## config.mk

```make
export PLATFORM = sky130hd
export DESIGN_NAME = mem_access_unit
export DESIGN_NICKNAME = d
export VERILOG_FILES = /design/src/rtl/mem_access_unit.sv
export SDC_FILE = /design/constraint.sdc
export NUM_CORES = 1
export LEC_CHECK = 0
export BUFFER_PORTS_ARGS = -buffer_cell sky130_fd_sc_hd__buf_2
export CAP_MARGIN = 10
export CORE_ASPECT_RATIO = 0.6
export CORE_MARGIN = 2
export CORE_UTILIZATION = 50
export DETAILED_ROUTE_END_ITERATION = 16
export PLACE_DENSITY = 0.84
export SKIP_CTS_REPAIR_TIMING = 1
export SYNTH_ARGS = -nofsm -noshare
export SYNTH_HDL_FRONTEND = slang
export SYNTH_SLANG_ARGS = --single-unit
export TNS_END_PERCENT = 1
```

## constraint.sdc

```tcl
create_clock -name clk -period 6.21 [get_ports clk]
set_input_delay 1.242 -clock clk [delete_from_list [all_inputs] [get_ports clk]]
set_output_delay 1.242 -clock clk [all_outputs]
set_load 0.03 [all_outputs]
```

## src/rtl/mem_access_unit.sv

```systemverilog
`default_nettype none
// ============================================================================
// Module      : mem_access_unit
// Description : Pipeline MEM stage; runs loads/stores/LL/SC over a registered
//               req/ack bus and stalls the pipeline until the bus completes.
// Revision    : 1.0 - initial release
// ============================================================================
module mem_access_unit (
  input  logic        clk,
  input  logic        rst,
  input  logic        flush,
  input  logic [3:0]  mem_op_i,
  input  logic [31:0] mem_addr_i,
  input  logic [31:0] store_data_i,
  input  logic [4:0]  wd_i,
  input  logic        wreg_i,
  input  logic [31:0] wdata_i,
  input  logic        LLbit_i,
  input  logic        wb_LLbit_we_i,
  input  logic        wb_LLbit_value_i,
  output logic [4:0]  wd_o,
  output logic        wreg_o,
  output logic [31:0] wdata_o,
  output logic        LLbit_we_o,
  output logic        LLbit_value_o,
  output logic        exc_align_o,
  output logic        stallreq_o,
  output logic        bus_req_o,
  output logic        bus_we_o,
  output logic [31:0] bus_addr_o,
  output logic [3:0]  bus_sel_o,
  output logic [31:0] bus_wdata_o,
  input  logic [31:0] bus_rdata_i,
  input  logic        bus_ack_i
);

  localparam logic [3:0] c_OP_LB  = 4'd1;
  localparam logic [3:0] c_OP_LBU = 4'd2;
  localparam logic [3:0] c_OP_LH  = 4'd3;
  localparam logic [3:0] c_OP_LHU = 4'd4;
  localparam logic [3:0] c_OP_LW  = 4'd5;
  localparam logic [3:0] c_OP_SB  = 4'd6;
  localparam logic [3:0] c_OP_SH  = 4'd7;
  localparam logic [3:0] c_OP_SW  = 4'd8;
  localparam logic [3:0] c_OP_LL  = 4'd9;
  localparam logic [3:0] c_OP_SC  = 4'd10;

  typedef enum logic [1:0] {
    S_IDLE  = 2'd0,
    S_BUSY  = 2'd1,
    S_DONE  = 2'd2,
    S_ABORT = 2'd3
  } state_t;

  state_t      r_state, w_next;
  logic [3:0]  r_op;
  logic [1:0]  r_addr_lo;
  logic [31:0] r_rdata;

  logic        w_llbit_eff, w_is_byte, w_is_half, w_is_word, w_is_store;
  logic        w_is_mem, w_misalign, w_sc_fail, w_accept;
  logic [3:0]  w_sel;
  logic [31:0] w_wdata, w_load_data;
  logic [7:0]  w_byte;
  logic [15:0] w_half;

  assign w_llbit_eff = wb_LLbit_we_i ? wb_LLbit_value_i : LLbit_i;

  always_comb begin
    w_is_byte  = 1'b0;
    w_is_half  = 1'b0;
    w_is_word  = 1'b0;
    w_is_store = 1'b0;
    case (mem_op_i)
      c_OP_LB, c_OP_LBU:        w_is_byte = 1'b1;
      c_OP_LH, c_OP_LHU:        w_is_half = 1'b1;
      c_OP_LW, c_OP_LL:         w_is_word = 1'b1;
      c_OP_SB: begin            w_is_byte = 1'b1; w_is_store = 1'b1; end
      c_OP_SH: begin            w_is_half = 1'b1; w_is_store = 1'b1; end
      c_OP_SW, c_OP_SC: begin   w_is_word = 1'b1; w_is_store = 1'b1; end
      default: ;
    endcase
  end

  assign w_is_mem   = w_is_byte | w_is_half | w_is_word;
  assign w_misalign = (w_is_half & mem_addr_i[0]) | (w_is_word & (mem_addr_i[1:0] != 2'b00));
  assign w_sc_fail  = (mem_op_i == c_OP_SC) & ~w_llbit_eff;
  assign w_accept   = (r_state == S_IDLE) & ~flush & w_is_mem & ~w_misalign & ~w_sc_fail;

  // Big-endian lanes: byte 0 sits in bits [31:24]
  always_comb begin
    w_sel   = 4'b1111;
    w_wdata = store_data_i;
    if (w_is_byte) begin
      w_sel   = 4'b1000 >> mem_addr_i[1:0];
      w_wdata = {4{store_data_i[7:0]}};
    end else if (w_is_half) begin
      w_sel   = mem_addr_i[1] ? 4'b0011 : 4'b1100;
      w_wdata = {2{store_data_i[15:0]}};
    end
  end

  always_comb begin
    case (r_addr_lo)
      2'd0:    w_byte = bus_rdata_i[31:24];
      2'd1:    w_byte = bus_rdata_i[23:16];
      2'd2:    w_byte = bus_rdata_i[15:8];
      default: w_byte = bus_rdata_i[7:0];
    endcase
    w_half = r_addr_lo[1] ? bus_rdata_i[15:0] : bus_rdata_i[31:16];
    case (r_op)
      c_OP_LB:  w_load_data = {{24{w_byte[7]}}, w_byte};
      c_OP_LBU: w_load_data = {24'd0, w_byte};
      c_OP_LH:  w_load_data = {{16{w_half[15]}}, w_half};
      c_OP_LHU: w_load_data = {16'd0, w_half};
      default:  w_load_data = bus_rdata_i;
    endcase
  end

  always_ff @(posedge clk) begin
    if (rst) r_state <= S_IDLE;
    else     r_state <= w_next;
  end

  always_ff @(posedge clk) begin
    if (rst) begin
      r_op        <= 4'd0;
      r_addr_lo   <= 2'd0;
      r_rdata     <= 32'd0;
      bus_req_o   <= 1'b0;
      bus_we_o    <= 1'b0;
      bus_addr_o  <= 32'd0;
      bus_sel_o   <= 4'd0;
      bus_wdata_o <= 32'd0;
    end else begin
      case (r_state)
        S_IDLE: if (w_accept) begin
          r_op        <= mem_op_i;
          r_addr_lo   <= mem_addr_i[1:0];
          bus_req_o   <= 1'b1;
          bus_we_o    <= w_is_store;
          bus_addr_o  <= mem_addr_i;
          bus_sel_o   <= w_sel;
          bus_wdata_o <= w_wdata;
        end
        S_BUSY: if (bus_ack_i) begin
          bus_req_o <= 1'b0;
          r_rdata   <= w_load_data;
        end
        S_ABORT: if (bus_ack_i) bus_req_o <= 1'b0;
        default: ;
      endcase
    end
  end

  always_comb begin
    w_next        = r_state;
    wd_o          = wd_i;
    wreg_o        = 1'b0;
    wdata_o       = wdata_i;
    LLbit_we_o    = 1'b0;
    LLbit_value_o = 1'b0;
    exc_align_o   = 1'b0;
    stallreq_o    = 1'b0;
    case (r_state)
      S_IDLE: begin
        if (flush) begin
          w_next = S_IDLE;
        end else if (!w_is_mem) begin
          wreg_o = wreg_i;
        end else if (w_misalign) begin
          exc_align_o = 1'b1;
        end else if (w_sc_fail) begin
          wreg_o  = wreg_i;
          wdata_o = 32'd0;
        end else begin
          stallreq_o = 1'b1;
          w_next     = S_BUSY;
        end
      end
      S_BUSY: begin
        stallreq_o = 1'b1;
        if (flush)          w_next = bus_ack_i ? S_IDLE : S_ABORT;
        else if (bus_ack_i) w_next = S_DONE;
      end
      S_DONE: begin
        w_next = S_IDLE;
        if (!flush) begin
          wreg_o = wreg_i;
          case (r_op)
            c_OP_SB, c_OP_SH, c_OP_SW: wdata_o = wdata_i;
            c_OP_SC: begin
              wdata_o    = 32'd1;
              LLbit_we_o = 1'b1;
            end
            c_OP_LL: begin
              wdata_o       = r_rdata;
              LLbit_we_o    = 1'b1;
              LLbit_value_o = 1'b1;
            end
            default: wdata_o = r_rdata;
          endcase
        end
      end
      S_ABORT: begin
        stallreq_o = 1'b1;
        if (bus_ack_i) w_next = S_IDLE;
      end
      default: w_next = S_IDLE;
    endcase
  end

endmodule
`default_nettype wire

```

### Word-level counts from Yosys, hierarchy flattened

Index checks and enable logic that the tools add are counted.

| storage, ports and cells | value |
|---|---|
| output and inout bits | 112 |
| memories | 0 |
| register bits after elaboration | 110 |
| word-level logic and storage cells | 123 |
| bits in latches | 0 |
| input port bits | 145 |
| memory bits (writable) | 0 |
| bits in read-only memories | 0 |

| cells by class | value |
|---|---|
| div/mod/pow operators | 0 |
| bitwise gates (word level) | 14 |
| equality and inequality tests | 31 |
| add/sub/neg operators | 0 |
| magnitude comparators | 0 |
| reductions and logical operators | 15 |
| shifts and indexed selects | 1 |
| multiply operators | 0 |
| muxes and demuxes | 53 |

Operators by type and width:

| operator | number |
|---|---|
| $mux W32 | 7 |
| $pmux W32 S2 | 2 |
| $pmux W32 S4 | 1 |
| $eq A4 B3 Y1 const B | 7 |
| $mux W1 | 26 |
| $eq A4 B4 Y1 const B | 6 |
| $pmux W8 S3 | 1 |
| $eq A4 B2 Y1 const B | 4 |
| $mux W16 | 1 |
| $mux W2 | 8 |
| $mux W4 | 3 |
| $ne A3 B3 Y1 const B | 4 |
| $reduce_or A3 Y1 | 3 |
| $eq A4 B1 Y1 const B | 2 |
| $pmux W2 S4 | 1 |
| $reduce_or A4 Y1 | 2 |
| $and A1 B1 Y1 | 7 |
| $eq A2 B2 Y1 const B | 3 |
| $pmux W1 S2 | 3 |
| $reduce_and A5 Y1 | 1 |
| $eq A2 B1 Y1 const B | 2 |
| $logic_not A2 Y1 | 2 |
| $ne A2 B2 Y1 const B | 2 |
| $not A1 Y1 | 4 |
| other kinds (7) | 12 |

### Longest topological paths before layout

| logic depth | value |
|---|---|
| depth in word-level cells | 10 |
| gate-level depth with buffers | 8 |
| mapped depth without buffers | 5 |

### Worst setup path before layout

OpenSTA, ideal clock, no wires.

| timing | value |
|---|---|
| path kind | input to output |
| start point | in mem_op_i[0] |
| end point | out wreg_o |
| stages | 7 |
| data arrival time | 2.810 ns |
| slack | 2.158 ns |
| cell sequence | nand2b_1 -> nor2_1 -> and2_1 -> buf_2 -> clkbuf_1 -> nand2_1 -> a31oi_1 |

| on the way | value |
|---|---|
| longest elaborated chain between the ends | 9 |
| elaborated cells on any way between the ends | 27 |

RTL lines:

| item | RTL line | source |
|---|---|---|
| start, declared | 12 | `input logic [3:0] mem_op_i,` |
| $eq A4 B4 Y1 (tied with other cells) | 74, 87 |  |
| $reduce_or A4 Y1 (no source line) or $reduce_or A3 Y1 (tied branches) | - |  |
| $mux W1 | 74 | `case (mem_op_i)` |
| $and A1 B1 Y1 | 86 | `assign w_misalign = (w_is_half & mem_addr_i[0]) \| (w_is_word & (mem_addr_i[1:0] != 2'b00));` |
| $or A1 B1 Y1 | 86 |  |
| $mux W1 | 171 | `end else if (w_misalign) begin` |
| $mux W1 * | 169 | `end else if (!w_is_mem) begin` |
| $mux W1 * | 167 | `if (flush) begin` |
| $pmux W1 S2 * | 165 | `case (r_state)` |
| end, declared | 22 | `output logic wreg_o,` |

Mark *: on every way between the ends. The rest lies on a longest branch, timed or not.

### Worst setup path after layout

| timing | value |
|---|---|
| start point | in mem_op_i[0] |
| end point | out wdata_o[20] |

| on the way | value |
|---|---|
| longest elaborated chain between the ends | 9 |
| elaborated cells on any way between the ends | 27 |

RTL lines:

| item | RTL line | source |
|---|---|---|
| $eq A4 B4 Y1 (tied with other cells) | 74, 87 |  |
| $reduce_or A4 Y1 (no source line) or $reduce_or A3 Y1 (tied branches) | - |  |
| $mux W1 | 74 |  |
| $and A1 B1 Y1 | 86 |  |
| $or A1 B1 Y1 | 86 |  |
| $mux W32 | 171 |  |
| $mux W32 * | 169 |  |
| $mux W32 * | 167 |  |
| $pmux W32 S2 * | 165 |  |
| end, declared | 23 | `output logic [31:0] wdata_o,` |

Marks and branches as above.

==> metrics.yaml <==
max_stage_delay_ps: 460
critPathRequiredTime_ps: 4970
postSynthCellCount: 699
synth_area_per_cell_sq_um: 8.27
finalCritPeriodShare: 0.710
dp_hpwl_um: 13100
synth_cell_types: 59
ys.flop_type: "dfxtp_1"
critical_path_class: "primary input to primary output"
cts_sinks: 108
swShare: 0.321
holdWs_ps: 468
period_needed_ps: 4410
async_flop_share: 0
timing.final.max_slew_violations: 0
drtPass1Iterations: 5
antenna_left: 0
combPwrFrac: 0.242
clk_latency_ps: 340
multi_input_area_sq_um: 3230
crit_slowest_cell: "a2111oi_4"
hp-class: "flip-flop to flip-flop"
coreArea_sq_um: 11300
num_rows: 30
max_cap_violations: 0
synth_top_area_frac: 0.374
die_w_um: 143
port_buffers: 246
hold_violations: 0
grt_antenna_before_repair: 0
routed_wirelength_um: 18600
clkPwrFrac: 0.321
grt_pass1_wl_um: 28600
cp.arrival_ps: 3170
switchingPower_uw: 560
syn_to_final_growth_pct: 24.6
cts_root_buf: "clkbuf_16"
first_global_vias: 5522
initial_core_util: 0.512
route.detailed.drc: 0
maxSlewHeadroom: 0.226
io-pin-count: 257
cts_made_buffers: 9
ir_drop_mv: 0.149
fp.dieH_um: 87.3
grt_overflow_total: 0
track_usage: 0.288
htreeDepth: 3
fillCellCount: 1002
die_area_sq_um: 12500
p_leak_nw: 3.06
p_int_mw: 1.18
cpLargestDelayFamily: "compound AO/OA/AOI/OAI gates"
synth_seq_cells: 108
drive_gt1_frac: 0.343
netlist_area_sq_um: 5780
start_kind: "primary input"
post_drt_wl_per_cell_um: 17.6
fmax_ghz: 0.227
synth_fp_nets: 844
seqPwrFrac: 0.436
synth_area_leaders: "dfxtp_1, a21oi_1, mux2i_1"
vias: 6188
critPathBufInv: 3
seq_area_sq_um: 2160
nNetsFinal: 1036
cts_buffer_depth: 2
synth_edf_count: 0
crit_path_end_kind: "primary output"
tightest_slew_ps: 1160
path_max_fanout: 32
path_clk_slew_ps: 70
tns_ps: 0
fin_skew_ps: 9.74
grt_setup_unrepaired: "false"
grt_max_degree: 94
cts_tree: "done"
yosysWarnings: 0
ys_seq_area_frac: 0.374
power_density_nw_per_um2: 242
globalplace.congestion: 0.972
n_antenna_cell: 0
utilization: 0.637
synth.largest_area_cell: "dfxtp_1"
viasPerCell: 5.86
drt_iter0_drc: 503
crit_top_cell: "buf_2"
setup_viol: 0
path_cells: "buf_2 > or2b_1 > a2111oi_4 > o31a_4 > a21oi_2 > buf_4 > a22o_1 > buf_2"
status: "complete, no violations"
[power groups by stage]
stage	logic (mW)	registers, mW	clock network [mW]
floorplan	0.242	0.824	0
global placement	0.413	0.774	0
detailed placement	0.419	0.775	0
CTS	0.420	0.759	0.570
global route	0.457	0.764	0.600
finish	0.423	0.760	0.560
[logic make-up after synthesis]
logic type	synth area share
and+or+nand+nor	0.176
AOI/OAI and AO/OA	0.298
xor gates and xnor gates	0.00455
DFF	0.374
muxes	0.0766
buffers and inverters	0.0706
[flip-flops by register name, indices dropped and copies added (netlist names)]
signal,count
bus_addr_o,32
bus_req_o,1
r_state,2
r_rdata,32
bus_sel_o,4
r_op,4
bus_we_o,1
bus_wdata_o,32
[worst register-to-register path, stage by stage (launching register included)]
cell and delay [ps]:
dfxtp_1 660, nor3_1 90, or3_1 750, a21o_1 390, a221oi_1 530, nor3_1 110
[layout by cell type, fill, tap and decap left out, types with 2 or more instances in the layout]
cell type  count
clkinv_4       2
a31oi_1        3
nor2b_1        9
nor3b_1        2
clkbuf_16      9
nand2_1       45
a21oi_2        2
dfxtp_1      108
nand3_1       44
or3_1          2
o22ai_1        9
clkbuf_8       2
nor2_2         2
a211oi_2       2
buf_2        245
or2_2          8
a21o_1         2
o22a_1         8
nand2b_1      12
inv_1          4
a221oi_1       7
xnor2_1        2
a211oi_1      32
and3_1         2
mux2i_1       33
o211ai_1       3
o32ai_1        7
o21ai_0       50
nor2_1        51
nor3_1        16
mux2_2        10
inv_6          2
a311oi_1       3
o21bai_1       3
buf_4          9
nor4_1         2
nand3b_1       2
a21oi_1       88
a22o_1        31
[final timing paths]
kind | from | endpoint | slack [ps] | depth (start not counted)
worst min-delay path | bus_req_o$_SDFFE_PP0P_ | bus_req_o$_SDFFE_PP0P_ | 470 | 2
worst max-delay path | mem_op_i[0] | wdata_o[20] | 1800 | 8
worst min register to register | bus_req_o$_SDFFE_PP0P_ | bus_req_o$_SDFFE_PP0P_ | 470 | 2
worst max register to register | r_op[1]$_SDFFE_PP0P_ | r_rdata[10]$_SDFFE_PP0P_ | 3540 | 5
[metrics by stage]
| stage | std cells | setup WS (ps) | instance area [sq um] | power (mW) |
|---|---|---|---|---|
| finish | 1056 | 1800 | 7200 | 1.74 |
| global route | 1056 | 1660 | 7200 | 1.82 |
| CTS | 1056 | 1810 | 7200 | 1.75 |
| detailed placement | 1040 | 1820 | 6910 | 1.19 |
| global placement | 1040 | 1880 | 6910 | 1.19 |
| floorplan | 699 | 2160 | 5780 | 1.07 |
[cells in the mapped netlist (all sizes together) (2+ instances only)]
cell and instances:
a211oi 34, a21o 2, a21oi 91, a221oi 7
a22o 31, a311oi 3, a31oi 4, and2 2
and3 2, buf 34, clkbuf 39, dfxtp 108
inv 4, mux2 10, mux2i 33, nand2 46
nand2b 12, nand3 45, nand3b 2, nor2 54
nor2b 9, nor3 16, nor3b 2, nor4 2
o211ai 3, o21ai 50, o21bai 4, o22a 8
o22ai 9, o32ai 7, or2 8, or3 2
or3b 3, xnor2 2
[layer usage]
| metal | part of all wire | vias to the layer above | global-route usage |
|---|---|---|---|
| met5 | 0 | - | 0 |
| met4 | 0.016 | 0 | 0.0756 |
| li1 | - | 2946 | - |
| met3 | 0.083 | 28 | 0.0616 |
| met1 | 0.47 | 2911 | 0.429 |
| met2 | 0.43 | 303 | 0.422 |
[cell type report]
type / count / area share
Multi-Input combinational cell: 513 / 0.449
Sequential cell: 108 / 0.300
Timing Repair Buffer: 254 / 0.180
Clock buffer: 11 / 0.0351
Tap cell: 160 / 0.0278
Clock inverter: 5 / 0.00591
Inverter: 5 / 0.00261
No activity file was read; power rests on OpenSTA's default activity.
